==> src/rtl/uart_pkg.sv <==
// Shared definitions for the UART message/echo sequencer.
// Optional feature macro: UART_MSG_ECHO_CRLF_EN (adds the LF_PEND state).
package uart_pkg;

  // TX sequencer states
  typedef enum logic [1:0] {
    ST_IDLE    = 2'd0,
    ST_SEND    = 2'd1,
    ST_GAP     = 2'd2
`ifdef UART_MSG_ECHO_CRLF_EN
    ,
    ST_LF_PEND = 2'd3
`endif
  } tx_state_e;

  localparam logic [7:0] CHAR_CR = 8'h0D;
  localparam logic [7:0] CHAR_LF = 8'h0A;

  // Ceiling log2, usable in constant expressions (port widths)
  function automatic int clog2(input int value);
    int r;
    r = 0;
    for (int i = 0; i < 31; i++) begin
      if ((1 << i) < value) r = i + 1;
    end
    return r;
  endfunction

endpackage

==> src/rtl/uart_msg_echo_if.sv <==
// Byte-level link between the sequencer and the uart block.
// Handshake: the sequencer raises tx_en with tx_data only while tx_rdy=1 and
// holds both until the uart drops tx_rdy (byte accepted); tx_en then goes low
// for at least one cycle before the next byte. rx_rdy is a one-cycle strobe
// and rx_data is valid only while rx_rdy=1; there is no back-pressure on RX.
interface uart_msg_echo_if;
  logic       tx_rdy;
  logic       tx_en;
  logic [7:0] tx_data;
  logic       rx_rdy;
  logic [7:0] rx_data;

  modport master (input tx_rdy, input rx_rdy, input rx_data,
                  output tx_en, output tx_data);
  modport slave  (output tx_rdy, output rx_rdy, output rx_data,
                  input tx_en, input tx_data);
endinterface

==> src/rtl/uart_msg_echo_sync_fifo.sv <==
// Show-ahead synchronous FIFO. A push while full is accepted only if a pop
// happens in the same cycle; otherwise it is discarded (caller sees full).
module sync_fifo
  import uart_pkg::*;
#(
  parameter int WIDTH = 8,
  parameter int DEPTH = 16
) (
  input  logic               clk,
  input  logic               rst,
  input  logic               push,
  input  logic [WIDTH-1:0]   push_data,
  input  logic               pop,
  output logic [WIDTH-1:0]   pop_data,
  output logic               full,
  output logic               empty,
  output logic [clog2(DEPTH):0] count
);
  localparam int AW = clog2(DEPTH);

  logic [AW-1:0]    wr_ptr_q, wr_ptr_d, rd_ptr_q, rd_ptr_d;
  logic [AW:0]      count_q, count_d;
  logic [WIDTH-1:0] mem_q [DEPTH];
  logic             do_push, do_pop;

  assign full     = (count_q == (AW+1)'(DEPTH));
  assign empty    = (count_q == '0);
  assign do_pop   = pop && !empty;
  assign do_push  = push && (!full || do_pop);
  assign pop_data = mem_q[rd_ptr_q];
  assign count    = count_q;

  // Pointer and occupancy next-state; pointers wrap naturally (power-of-two depth)
  always_comb begin
    wr_ptr_d = wr_ptr_q;
    rd_ptr_d = rd_ptr_q;
    count_d  = count_q;
    if (do_push) wr_ptr_d = wr_ptr_q + AW'(1);
    if (do_pop)  rd_ptr_d = rd_ptr_q + AW'(1);
    if (do_push && !do_pop)      count_d = count_q + (AW+1)'(1);
    else if (do_pop && !do_push) count_d = count_q - (AW+1)'(1);
  end

  // Control registers, cleared asynchronously
  always_ff @(posedge clk or posedge rst) begin
    if (rst) begin
      wr_ptr_q <= '0;
      rd_ptr_q <= '0;
      count_q  <= '0;
    end else begin
      wr_ptr_q <= wr_ptr_d;
      rd_ptr_q <= rd_ptr_d;
      count_q  <= count_d;
    end
  end

  // Storage array; contents are meaningless after reset
  always_ff @(posedge clk) begin
    if (do_push) mem_q[wr_ptr_q] <= push_data;
  end

endmodule

==> src/rtl/uart_msg_echo.sv <==
// Greeting transmitter plus RX echo, sitting in front of the uart block.
// Optional macro UART_MSG_ECHO_CRLF_EN: echoed CR is followed by an inserted LF.
module uart_msg_echo
  import uart_pkg::*;
#(
  parameter int                   MSG_LEN    = 15,
  parameter logic [MSG_LEN*8-1:0] MSG        = "Hello, world!\r\n",
  parameter int                   FIFO_DEPTH = 16,
  parameter int                   AUTO_GREET = 1
) (
  input  logic                        clk_50m,
  input  logic                        rst,
  input  logic                        msg_go,
  input  logic                        clr_ovf,
  uart_msg_echo_if.master             uart,
  output logic                        msg_busy,
  output logic [clog2(FIFO_DEPTH):0]  fifo_count,
  output logic                        overflow,
  output tx_state_e                   state_dbg
);
  localparam int IDX_W = (MSG_LEN > 1) ? clog2(MSG_LEN) : 1;
  localparam logic [IDX_W-1:0] LAST_IDX = IDX_W'(MSG_LEN - 1);

  tx_state_e        state_q, state_d;
  logic             tx_en_q, tx_en_d;
  logic [7:0]       tx_data_q, tx_data_d;
  logic [IDX_W-1:0] idx_q, idx_d;
  logic             last_q, last_d;
  logic             busy_q, busy_d;
  logic             ovf_q, ovf_d;
`ifdef UART_MSG_ECHO_CRLF_EN
  logic             lf_q, lf_d;
`endif

  logic             fifo_pop, fifo_full, fifo_empty, drop;
  logic [7:0]       fifo_head;
  logic [MSG_LEN*8-1:0] msg_shift;
  logic [7:0]       msg_char;

  // Character idx of the greeting, first character in the top byte
  assign msg_shift = MSG << {idx_q, 3'b000};
  assign msg_char  = msg_shift[MSG_LEN*8-1 -: 8];

  sync_fifo #(.WIDTH(8), .DEPTH(FIFO_DEPTH)) u_rx_fifo (
    .clk       (clk_50m),
    .rst       (rst),
    .push      (uart.rx_rdy),
    .push_data (uart.rx_data),
    .pop       (fifo_pop),
    .pop_data  (fifo_head),
    .full      (fifo_full),
    .empty     (fifo_empty),
    .count     (fifo_count)
  );

  // A byte is lost only when the FIFO is full and nothing leaves this cycle
  assign drop = uart.rx_rdy && fifo_full && !fifo_pop;

  // TX sequencer next-state: greeting has priority over echo in IDLE
  always_comb begin
    state_d   = state_q;
    tx_en_d   = tx_en_q;
    tx_data_d = tx_data_q;
    idx_d     = idx_q;
    last_d    = last_q;
    busy_d    = busy_q;
    fifo_pop  = 1'b0;
`ifdef UART_MSG_ECHO_CRLF_EN
    lf_d      = lf_q;
`endif
    if (msg_go && !busy_q) busy_d = 1'b1;
    case (state_q)
      ST_IDLE: begin
        if (uart.tx_rdy) begin
          if (busy_q) begin
            tx_data_d = msg_char;
            tx_en_d   = 1'b1;
            last_d    = (idx_q == LAST_IDX);
            idx_d     = (idx_q == LAST_IDX) ? '0 : idx_q + IDX_W'(1);
            state_d   = ST_SEND;
          end else if (!fifo_empty) begin
            fifo_pop  = 1'b1;
            tx_data_d = fifo_head;
            tx_en_d   = 1'b1;
            state_d   = ST_SEND;
`ifdef UART_MSG_ECHO_CRLF_EN
            lf_d      = (fifo_head == CHAR_CR);
`endif
          end
        end
      end
      ST_SEND: begin
        if (!uart.tx_rdy) begin
          tx_en_d = 1'b0;
          state_d = ST_GAP;
          if (last_q) begin
            busy_d = 1'b0;
            last_d = 1'b0;
          end
        end
      end
      ST_GAP: begin
`ifdef UART_MSG_ECHO_CRLF_EN
        state_d = lf_q ? ST_LF_PEND : ST_IDLE;
`else
        state_d = ST_IDLE;
`endif
      end
`ifdef UART_MSG_ECHO_CRLF_EN
      ST_LF_PEND: begin
        if (uart.tx_rdy) begin
          tx_data_d = CHAR_LF;
          tx_en_d   = 1'b1;
          lf_d      = 1'b0;
          state_d   = ST_SEND;
        end
      end
`endif
      default: state_d = ST_IDLE;
    endcase
  end

  // Sticky overflow: a drop in the clearing cycle keeps it set
  always_comb begin
    ovf_d = ovf_q;
    if (drop)         ovf_d = 1'b1;
    else if (clr_ovf) ovf_d = 1'b0;
  end

  // Sequencer registers; reset kills tx_en immediately
  always_ff @(posedge clk_50m or posedge rst) begin
    if (rst) begin
      state_q   <= ST_IDLE;
      tx_en_q   <= 1'b0;
      tx_data_q <= '0;
      idx_q     <= '0;
      last_q    <= 1'b0;
      busy_q    <= (AUTO_GREET != 0);
      ovf_q     <= 1'b0;
`ifdef UART_MSG_ECHO_CRLF_EN
      lf_q      <= 1'b0;
`endif
    end else begin
      state_q   <= state_d;
      tx_en_q   <= tx_en_d;
      tx_data_q <= tx_data_d;
      idx_q     <= idx_d;
      last_q    <= last_d;
      busy_q    <= busy_d;
      ovf_q     <= ovf_d;
`ifdef UART_MSG_ECHO_CRLF_EN
      lf_q      <= lf_d;
`endif
    end
  end

  assign uart.tx_en   = tx_en_q;
  assign uart.tx_data = tx_data_q;
  assign msg_busy     = busy_q;
  assign overflow     = ovf_q;
  assign state_dbg    = state_q;

endmodule

==> src/flat_wrapper.sv <==
// flat-port wrapper written by rule: the top's interface ports become plain ports
module uart_msg_echo_flat import uart_pkg::*;
#(
  parameter int                   MSG_LEN    = 15,
  parameter logic [MSG_LEN*8-1:0] MSG        = "                 ",
  parameter int                   FIFO_DEPTH = 16,
  parameter int                   AUTO_GREET = 1
)
  (clk_50m, rst, msg_go, clr_ovf, msg_busy, fifo_count, overflow, state_dbg, uart_tx_rdy, uart_rx_rdy, uart_rx_data, uart_tx_en, uart_tx_data);
  uart_msg_echo_if uart_i ();
  input  logic clk_50m;
  input  logic rst;
  input  logic msg_go;
  input  logic clr_ovf;
  output logic msg_busy;
  output logic [clog2(FIFO_DEPTH):0] fifo_count;
  output logic overflow;
  output tx_state_e state_dbg;
  input wire logic [$bits(uart_i.tx_rdy)-1:0] uart_tx_rdy;
  input wire logic [$bits(uart_i.rx_rdy)-1:0] uart_rx_rdy;
  input wire logic [$bits(uart_i.rx_data)-1:0] uart_rx_data;
  output wire logic [$bits(uart_i.tx_en)-1:0] uart_tx_en;
  output wire logic [$bits(uart_i.tx_data)-1:0] uart_tx_data;
  assign uart_i.tx_rdy = uart_tx_rdy;
  assign uart_i.rx_rdy = uart_rx_rdy;
  assign uart_i.rx_data = uart_rx_data;
  assign uart_tx_en = uart_i.tx_en;
  assign uart_tx_data = uart_i.tx_data;
  uart_msg_echo #(.MSG_LEN(MSG_LEN), .MSG(MSG), .FIFO_DEPTH(FIFO_DEPTH), .AUTO_GREET(AUTO_GREET)) u_core (.clk_50m(clk_50m), .rst(rst), .msg_go(msg_go), .clr_ovf(clr_ovf), .uart(uart_i), .msg_busy(msg_busy), .fifo_count(fifo_count), .overflow(overflow), .state_dbg(state_dbg));
endmodule
==> config.mk <==
export PLATFORM = sky130hd
export DESIGN_NAME = uart_msg_echo_flat
export DESIGN_NICKNAME = d
export VERILOG_FILES = /design/src/rtl/uart_pkg.sv /design/src/rtl/uart_msg_echo_if.sv /design/src/rtl/uart_msg_echo_sync_fifo.sv /design/src/rtl/uart_msg_echo.sv /design/src/flat_wrapper.sv
export SDC_FILE = /design/constraint.sdc
export NUM_CORES = 1
export LEC_CHECK = 0
export CAP_MARGIN = 10
export CORE_MARGIN = 5
export CORE_UTILIZATION = 40
export CTS_BUF_LIST = sky130_fd_sc_hd__clkbuf_8
export CTS_CLUSTER_SIZE = 25
export DETAILED_ROUTE_END_ITERATION = 8
export HOLD_SLACK_MARGIN = 0.05
export SKIP_CTS_REPAIR_TIMING = 1
export SYNTH_ARGS = -nofsm -noshare
export SYNTH_HDL_FRONTEND = slang
export SYNTH_SLANG_ARGS = --single-unit
==> constraint.sdc <==
create_clock -name clk_50m -period 7.7 [get_ports clk_50m]
set_clock_uncertainty 0.1 [all_clocks]
set_input_delay 1.155 -clock clk_50m [delete_from_list [all_inputs] [get_ports clk_50m]]
set_output_delay 1.155 -clock clk_50m [all_outputs]
set_load 0.1 [all_outputs]
==> results.sh, run 1 <==
export IMPL_status="completed"
export IMPL_whs_path_depth=1
export IMPL_setup_violations=0
export IMPL_wl_per_cell_um=20.2
export IMPL_required_ns=7.96
export IMPL_place_ws_ns=3.34
export IMPL_ys_warn_count=0
export IMPL_r2r_end="u_core.u_rx_fifo.count[4]"
export IMPL_fin_crit_sh_pct=51.5
export IMPL_final_min_clock_period_ns=3.96
export IMPL_netlist_area_mm2=0.00648
export IMPL_fp_coreArea_mm2=0.0159
export IMPL_syn_area_per_cell_um2=18.4
export IMPL_synth_seq_area_share_pct=71.3
export IMPL_synth_mux_area_share_pct=13.9
export IMPL_rrSetupSlack_ns=4.61
export IMPL_fin_ws_ns=3.74
export IMPL_synth_compound_area_share_pct=4.38
export IMPL_dieArea_mm2=0.0188
export IMPL_synth_seq_cells=159
export IMPL_initialDrtViolationCount=214
export IMPL_synth_xor_xnor_area_share_pct=1.35
export IMPL_critical_path_class="in -> reg"
export IMPL_cts_sinks=159
export IMPL_yosys_most_used_dff="edfxtp_1"
export IMPL_grt_max_degree=33
export IMPL_dp_final_hpwl_um=8010
export IMPL_startpoint_type="input port"
export IMPL_synthToLayoutAreaGrowth_pct=14.2
export IMPL_overflow=0
export IMPL_hold_violations=0
export IMPL_fmax_ghz=0.252
export IMPL_start_util_pct=40.8
export IMPL_synth_cell_type_count=44
export IMPL_cts_root_buf="clkbuf_8"
export IMPL_vias_per_cell=5.15
export IMPL_yosys_area_top_type="edfxtp_1"
export IMPL_tightestPinTransition_ns=0.994
export IMPL_cp_max_fo=10
export IMPL_track_usage_pct=14.6
export IMPL_die_w_um=137
export IMPL_hp_start="u_core.last_q"
export IMPL_reg2reg_depth=9
export IMPL_synth_simple_area_share_pct=4.93
export IMPL_grt_pass1_vias=3308
export IMPL_rows=46
export IMPL_cts_buffers=17
export IMPL_synth_edff_count=128
export IMPL_end_kind="flip-flop"
export IMPL_drv_slew=0
export IMPL_netlist_instances=352
export IMPL_diodes=0
export IMPL_clk_pin_slew_worst_paths_ns=0.08
export IMPL_cts_max_path_buffers=2
export IMPL_synth_adder_area_share_pct=2.24
export IMPL_synth_area_leaders="edfxtp_1 59%, dfrtp_1 12%, mux4_2 11%, mux2i_1 2.6%, ha_1 1.9%"
export IMPL_ant_nets=0
export IMPL_p_leak_nw=2.47
export IMPL_clock_latency_ns=0.43
export IMPL_firstDrtPassIters=4
export IMPL_place_port_buffers=31
export IMPL_synth_most_common_cell="edfxtp_1"
export IMPL_rsz0062_at_grt="no"
export IMPL_fill_cells=1383
export IMPL_drc_errors=0
export IMPL_crit_arrival_ns=4.22
export IMPL_synth_top_family_by_area="multiplexers"
export IMPL_synthDominantCellAreaShare_pct=59.3
export IMPL_gp_congestion=0.802
export IMPL_antenna_found_initial=0
export IMPL_setup_tns_ns=0
export IMPL_irDropWorstVdd_v=0.000133
export IMPL_grt_pass1_wl_um=19600
export IMPL_async_flop_share_pct=19.5
export IMPL_maxCapViolations=0
export IMPL_hp_class="reg -> reg"
export IMPL_tritoncts="built"
export IMPL_r2r_start="u_core.state_dbg[0]"
export IMPL_hold_path_endpoint="u_core.msg_busy"
export IMPL_syn_nets=377
export IMPL_routed_wl_um=12500
export IMPL_drive_above_1_share_pct=18.3
export IMPL_maxSlewHeadroom_pct=33.5
export IMPL_ios=32
export IMPL_num_vias=3201
export IMPL_synth_common_cells="128 x edfxtp_1, 32 x mux4_2, 30 x dfrtp_1, 17 x mux2i_1, 16 x nand2_1"
export IMPL_dieHeight_um=137
export IMPL_fin_nets=417
export IMPL_htreeDepth=4
export IMPL_power_density_mw_per_mm2=304
## cell type report
cell class / count / area (µm²) / share of cell area [%]
clock buffer: 17 / 234 / 3.16
tap: 216 / 270 / 3.65
clock inverter: 15 / 146 / 1.98
sequential: 159 / 4620 / 62.5
inverter: 14 / 52.6 / 0.710
timing repair buffer: 34 / 333 / 4.50
multi-input combinational: 166 / 1740 / 23.5
## cell usage in the layout, fill, tap and decap left out, drive strengths merged, types with 2 or more instances in the layout
master,count
a21o,3
a21oi,7
a31oi,3
and2,13
buf,3
bufinv,2
clkbuf,17
clkdlybuf4s50,31
clkinv,6
clkinvlp,2
dfrtp,30
edfxtp,128
ha,10
inv,19
mux2i,17
mux4,32
nand2,16
nand3,3
nand4,4
nor2,10
nor3b,3
o21ai,12
o221ai,7
xnor2,9
## through the flow
stage / hold slack [ns] / cell area, µm² / util [%] / total power [mW] / std cells
final: 0.353 / 7400 / 46.6 / 2.25 / 621
after global placement: 0.328 / 7020 / 44.2 / 1.67 / 589
after global routing: 0.359 / 7400 / 46.6 / 2.36 / 621
after CTS: 0.344 / 7400 / 46.6 / 2.28 / 621
after floorplan: 0.299 / 6480 / - / 1.53 / 352
after detailed placement: 0.334 / 7020 / 44.2 / 1.69 / 589
## flip-flops by register name, summed over array words and instances, names as in the netlist
register                   count
u_core.state_dbg               2
u_core.msg_busy                1
u_core.last_q                  1
u_core.overflow                1
u_core.u_rx_fifo.mem_q       128
u_core.idx_q                   4
u_core.uart.tx_en              1
u_core.uart.tx_data            8
u_core.u_rx_fifo.count         5
u_core.u_rx_fifo.wr_ptr_q      4
u_core.u_rx_fifo.rd_ptr_q      4
## critical path, cell delays in order
cell and delay (ns):
clkdlybuf4s50_1 0.66, or4b_4 0.55, a31oi_4 0.34, ha_1 0.23, inv_1 0.11, fa_1 0.42
a21o_1 0.19, a21oi_1 0.19, mux2i_1 0.24, xnor2_1 0.14
## power by group
| part | total [mW] | internal [mW] | switching [mW] | leakage (nW) |
|---|---|---|---|---|
| Sequential | 1.12 | 1.04 | 0.0835 | 1.54 |
| Combinational | 0.538 | 0.207 | 0.331 | 0.731 |
| Clock | 0.586 | 0.287 | 0.300 | 0.192 |
## routing by layer
layer | vias to the layer above | track usage [%] | part of all wire [%]
li1 | 1466 | - | -
met1 | 1680 | 19.1 | 44
met2 | 53 | 24.0 | 52
met3 | 2 | 3.36 | 3.8
met4 | 0 | 5.16 | 0.41
met5 | - | 0 | 0
## cells by family (layout without fill, tap and decap cells)
group                      after synthesis  in the layout
and+or+nand+nor                         57             57
adders and majority gates               11             11
muxes                                   50             50
AOI/OAI and AO/OA                       38             38
buffers and inverters                   27             80
DFF                                    159            159
xor gates and xnor gates                10             10
## worst max path at each step
stage	start	end	slack, ns	cells past startpoint
after floorplan	uart_tx_rdy	u_core.u_rx_fifo.count[4]	4.10	10
after global placement	uart_tx_rdy	u_core.u_rx_fifo.count[4]	3.40	10
after detailed placement	uart_tx_rdy	u_core.u_rx_fifo.count[4]	3.34	10
after CTS	uart_tx_rdy	u_core.u_rx_fifo.count[4]	3.80	10
after global routing	uart_tx_rdy	u_core.u_rx_fifo.count[4]	3.64	10
final	uart_tx_rdy	u_core.u_rx_fifo.count[4]	3.74	10
No activity file was read; power rests on OpenSTA's default activity.
==> run 2, diff against run 1 <==
==> constraint.sdc (replaced) <==
create_clock -name clk_50m -period 3.5 [get_ports clk_50m]
set_clock_uncertainty 0.1 [all_clocks]
set_input_delay 0.525 -clock clk_50m [delete_from_list [all_inputs] [get_ports clk_50m]]
set_output_delay 0.525 -clock clk_50m [all_outputs]
set_load 0.1 [all_outputs]
==> run 2 against run 1 <==
Net effect: sequential share of layout area is 0.45 points lower; worst setup slack worse by 3.1 ns; cell area is 0.69% higher; combinational power is 120% higher; non-clock buffer count is 11 higher; critical endpoint unchanged.
==> results.sh, run 2 (synthesis gave the netlist of run 1 again) <==
export IMPL_place_port_buffers=31
export IMPL_utilization_pct=46.9
export IMPL_start_util_pct=40.8
export IMPL_startpoint_type="input port"
export IMPL_clock_latency_ns=0.45
export IMPL_synthToLayoutAreaGrowth_pct=15.0
export IMPL_crit_family="adder cells"
export IMPL_required_ns=3.77
export IMPL_p_leak_nw=2.51
export IMPL_setup_violations=0
export IMPL_fin_crit_sh_pct=82.7
export IMPL_largest_reg_flops=128
export IMPL_cp_max_fo=5
export IMPL_rsz0062_at_grt="no"
export IMPL_wl_per_cell_um=19.7
export IMPL_drv_slew=0
export IMPL_cp_num_buf_inv=2
export IMPL_antenna_found_initial=0
export IMPL_crit_path_max_incr_delay_ns=0.51
export IMPL_fmax_ghz=0.345
export IMPL_overflow=0
export IMPL_cpMaxStageDelayCell="or4b_4"
export IMPL_fill_cells=1382
export IMPL_fin_nets=428
export IMPL_cts_sinks=159
export IMPL_final_min_clock_period_ns=2.90
export IMPL_hold_violations=0
export IMPL_drive_above_1_share_pct=21.7
export IMPL_dieArea_mm2=0.0188
export IMPL_ant_nets=0
export IMPL_tightestPinTransition_ns=0.990
export IMPL_hp_class="reg -> reg"
export IMPL_routed_wl_um=12400
export IMPL_top_register="u_core.u_rx_fifo.mem_q"
export IMPL_power_density_mw_per_mm2=654
export IMPL_drc_errors=0
export IMPL_dieHeight_um=137
export IMPL_htreeDepth=4
export IMPL_cts_root_buf="clkbuf_8"
export IMPL_path_cells="clkdlybuf4s50_1 > or4b_4 > a31oi_4 > ha_1 > inv_1 > fa_1 > a21o_1 > a21oi_1 > mux2i_1 > xnor2_1"
export IMPL_rrSetupSlack_ns=0.61
export IMPL_ios=32
export IMPL_grt_pass1_vias=3421
export IMPL_end_kind="flip-flop"
export IMPL_crit_arrival_ns=3.17
export IMPL_maxSlewHeadroom_pct=33.8
export IMPL_vias_per_cell=5.12
export IMPL_final_common_cell="edfxtp_1"
export IMPL_firstDrtPassIters=4
export IMPL_irDropWorstVdd_v=0.000274
export IMPL_maxCapViolations=0
export IMPL_layout_common_cells="128 x edfxtp_1, 32 x mux4_2, 29 x dfrtp_1"
export IMPL_critical_path_class="in -> reg"
export IMPL_rows=46
export IMPL_track_usage_pct=14.3
export IMPL_fp_coreArea_mm2=0.0159
export IMPL_fin_area_mm2=0.00745
export IMPL_cts_buffers=17
export IMPL_cts_max_path_buffers=2
export IMPL_fin_ws_ns=0.604
export IMPL_seqCellArea_mm2=0.00462
export IMPL_dpl_cell_area_mm2=0.00710
export IMPL_place_ws_ns=0.135
export IMPL_num_vias=3228
export IMPL_tritoncts="built"
export IMPL_initialDrtViolationCount=122
export IMPL_multi_input_area_mm2=0.00174
export IMPL_status="completed"
export IMPL_grt_pass1_wl_um=19400
export IMPL_clk_pin_slew_worst_paths_ns=0.09
export IMPL_diodes=0
export IMPL_setup_tns_ns=0
export IMPL_dp_final_hpwl_um=8220
export IMPL_gp_congestion=0.705
export IMPL_die_w_um=137
export IMPL_grt_max_degree=33
[run 2: cell types whose count changed in the layout (fill, tap and decap cells not counted), moves of 2 or more]
cell / before / now
buf_4: 3 / 16
clkdlybuf4s50_1: 31 / 28
clkinv_1: 3 / 0
bufinv_16: 2 / 0
inv_8: 0 / 2
[run 2: metrics by stage]
step	std cells	power [mW]	hold slack, ns
after floorplan	352	3.38	0.299
after global placement	600	3.71	0.327
after detailed placement	600	3.74	0.329
after CTS	631	4.93	0.355
after global routing	631	5.11	0.402
final	631	4.87	0.351
[run 2: final timing paths]
kind | start | to | cells past startpoint
setup / recovery | uart_tx_rdy | u_core.u_rx_fifo.count[4] | 10
hold / removal | u_core.last_q | u_core.msg_busy | 1
setup reg to reg | u_core.state_dbg[0] | u_core.u_rx_fifo.count[4] | 9
hold reg to reg | u_core.last_q | u_core.msg_busy | 1
max in group asynchronous | rst | u_core.msg_busy | 3
min in group asynchronous | rst | u_core.uart.tx_data[1] | 3
[run 2: layout make-up]
class	count	share of cell area (%)
repair buffers	45	5.64
clock buffers	17	3.14
inverters	14	0.706
clock inverters	14	1.50
well taps	216	3.63
multi-input cells	166	23.3
flip-flops and latches	159	62.1
[run 2: metal layers]
layer	share of wire (%)	track usage (%)
met1	44	18.0
met2	51	24.0
met3	2.9	3.21
met4	2.1	5.71
met5	0	0
[run 2: power breakdown]
| group | switching [mW] | leakage [nW] | internal (mW) | total (mW) |
|---|---|---|---|---|
| Combinational | 0.732 | 0.796 | 0.478 | 1.21 |
| Sequential | 0.181 | 1.54 | 2.28 | 2.46 |
| Clock | 0.700 | 0.170 | 0.498 | 1.20 |
| Total | 1.61 | 2.51 | 3.26 | 4.87 |
[run 2: worst register-to-register path, cell delays in order, from the launching register on]
cell and delay, ns:
dfrtp_1 0.46, or4b_4 0.60, a31oi_4 0.19, ha_1 0.19, inv_1 0.10, fa_1 0.41
a21o_1 0.20, a21oi_1 0.19, mux2i_1 0.24, xnor2_1 0.14
==> run 3, diff against run 2 <==
==> constraint.sdc (replaced) <==
create_clock -name clk_50m -period 3 [get_ports clk_50m]
set_clock_uncertainty 0.1 [all_clocks]
set_input_delay 0.45 -clock clk_50m [delete_from_list [all_inputs] [get_ports clk_50m]]
set_output_delay 0.45 -clock clk_50m [all_outputs]
set_load 0.1 [all_outputs]
==> run 3 against run 2 <==
Net effect: combinational power rose by 26%; core utilization rose by 1.3 points; sequential cell count did not move; via count rose by 3.4%; critical endpoint unchanged; cell area rose by 2.7%; worst setup slack got worse by 0.42 ns; count of clock-buffer cells in the layout did not move; sequential share of layout area fell by 1.5 points; die area did not move; largest cell class unchanged.
==> results.sh, run 3 (synthesis gave the netlist of run 1 again) <==
export IMPL_status="completed"
export IMPL_htreeDepth=4
export IMPL_fin_area_mm2=0.00765
export IMPL_grt_pass1_vias=3587
export IMPL_tritoncts="built"
export IMPL_fill_cells=1380
export IMPL_largest_reg_flops=128
export IMPL_num_vias=3339
export IMPL_setup_tns_ns=0
export IMPL_grt_pass1_wl_um=20100
export IMPL_startpoint_type="flip-flop"
export IMPL_required_ns=3.27
export IMPL_overflow=0
export IMPL_antenna_found_initial=0
export IMPL_irDropWorstVdd_v=0.000303
export IMPL_hp_start="u_core.last_q"
export IMPL_clock_latency_ns=0.45
export IMPL_dp_cells=625
export IMPL_gp_congestion=0.747
export IMPL_diodes=0
export IMPL_critical_path_class="reg -> reg"
export IMPL_maxSlewHeadroom_pct=41.1
export IMPL_r2r_start="u_core.state_dbg[0]"
export IMPL_tightestPinTransition_ns=0.883
export IMPL_top_register="u_core.u_rx_fifo.mem_q"
export IMPL_power_density_mw_per_mm2=767
export IMPL_cts_sinks=159
export IMPL_rrSetupSlack_ns=0.18
export IMPL_place_port_buffers=31
export IMPL_drv_slew=0
export IMPL_clk_pin_slew_worst_paths_ns=0.09
export IMPL_hold_violations=0
export IMPL_rows=46
export IMPL_r2r_end="u_core.u_rx_fifo.count[4]"
export IMPL_drc_errors=0
export IMPL_initialDrtViolationCount=202
export IMPL_cp_num_buf_inv=1
export IMPL_routed_wl_um=12400
export IMPL_path_cells="or4b_4 > a31oi_4 > ha_2 > inv_2 > fa_2 > a21o_1 > a21oi_2 > mux2i_1 > xnor2_1"
export IMPL_final_common_cell="edfxtp_1"
export IMPL_die_w_um=137
export IMPL_layout_common_cells="128 x edfxtp_1, 56 x buf_4, 32 x mux4_2"
export IMPL_dieArea_mm2=0.0188
export IMPL_start_util_pct=40.8
export IMPL_cp_max_fo=8
export IMPL_firstDrtPassIters=4
export IMPL_vias_per_cell=5.09
export IMPL_fin_crit_sh_pct=94.0
export IMPL_cts_buffers=17
export IMPL_crit_arrival_ns=3.09
export IMPL_end_kind="flip-flop"
export IMPL_finalNonFillerCells=656
export IMPL_grt_max_degree=36
export IMPL_multi_input_area_mm2=0.00176
export IMPL_cpMaxStageDelayCell="or4b_4"
export IMPL_crit_family="simple AND/OR/NAND/NOR gates"
export IMPL_final_min_clock_period_ns=2.82
export IMPL_dpl_cell_area_mm2=0.00728
export IMPL_hold_slack_ns=0.350
export IMPL_ant_nets=0
export IMPL_synthToLayoutAreaGrowth_pct=18.1
export IMPL_whs_path_depth=1
export IMPL_crit_path_max_incr_delay_ns=0.59
export IMPL_p_leak_nw=2.67
export IMPL_rsz0062_at_grt="no"
export IMPL_track_usage_pct=14.7
export IMPL_seqCellArea_mm2=0.00463
export IMPL_wl_per_cell_um=18.9
export IMPL_reg2reg_depth=9
export IMPL_ios=32
export IMPL_maxCapViolations=0
export IMPL_cts_max_path_buffers=2
export IMPL_hp_class="reg -> reg"
export IMPL_fin_nets=453
export IMPL_drive_above_1_share_pct=31.6
export IMPL_dp_final_hpwl_um=8520
export IMPL_fmax_ghz=0.355
export IMPL_cts_root_buf="clkbuf_8"
export IMPL_fp_coreArea_mm2=0.0159
export IMPL_setup_violations=0
export IMPL_hold_path_endpoint="u_core.msg_busy"
export IMPL_p_total_mw=5.87
export IMPL_dieHeight_um=137
run 3: cell count changes in the layout (fill, tap and decap cells not counted), sizes merged:
cell | previous run | this run
buf | 17 | 57
bufinv | 0 | 1
clkdlybuf4s50 | 28 | 13
clkinv | 4 | 3
run 3: report_power, final:
part | total (mW) | internal, mW | switching, mW
sequential | 2.87 | 2.67 | 0.208
combinational | 1.52 | 0.633 | 0.887
clock | 1.47 | 0.665 | 0.807
run 3: worst max-delay path by stage:
stage / endpoint / startpoint / cells past startpoint / slack, ns
2_1_floorplan: u_core.u_rx_fifo.count[4] / u_core.msg_busy / 10 / -0.007
3_3_place_gp: u_core.u_rx_fifo.count[4] / uart_tx_rdy / 10 / -0.11
3_5_place_dp: u_core.u_rx_fifo.count[4] / uart_tx_rdy / 10 / -0.14
4_1_cts: u_core.u_rx_fifo.count[4] / u_core.state_dbg[0] / 9 / 0.17
5_1_grt: u_core.u_rx_fifo.count[4] / u_core.state_dbg[0] / 9 / 0.04
6_report: u_core.u_rx_fifo.count[4] / u_core.state_dbg[0] / 9 / 0.18
run 3: stage by stage:
stage	setup slack (ns)	util, %
finish	0.181	48.2
global route	0.0408	48.2
CTS	0.168	48.2
detailed placement	-0.143	45.8
global placement	-0.111	45.8
floorplan	-0.00701	-
run 3: metal layers:
metal / share of wire, % / up-vias / wire length [µm] / track usage [%]
li1: - / 1539 / - / -
met1: 43 / 1718 / 5360 / 19.0
met2: 51 / 70 / 6380 / 24.6
met3: 4.4 / 12 / 551 / 3.87
met4: 1.2 / 0 / 143 / 3.99
met5: 0 / - / 0 / 0
run 3: area by class of cell:
type | count | share of cell area (%)
clock buffer | 17 | 3.06
tap | 216 | 3.53
sequential | 159 | 60.6
timing repair buffer | 70 | 7.46
multi-input combinational | 166 | 22.9
clock inverter | 14 | 1.75
inverter | 14 | 0.687
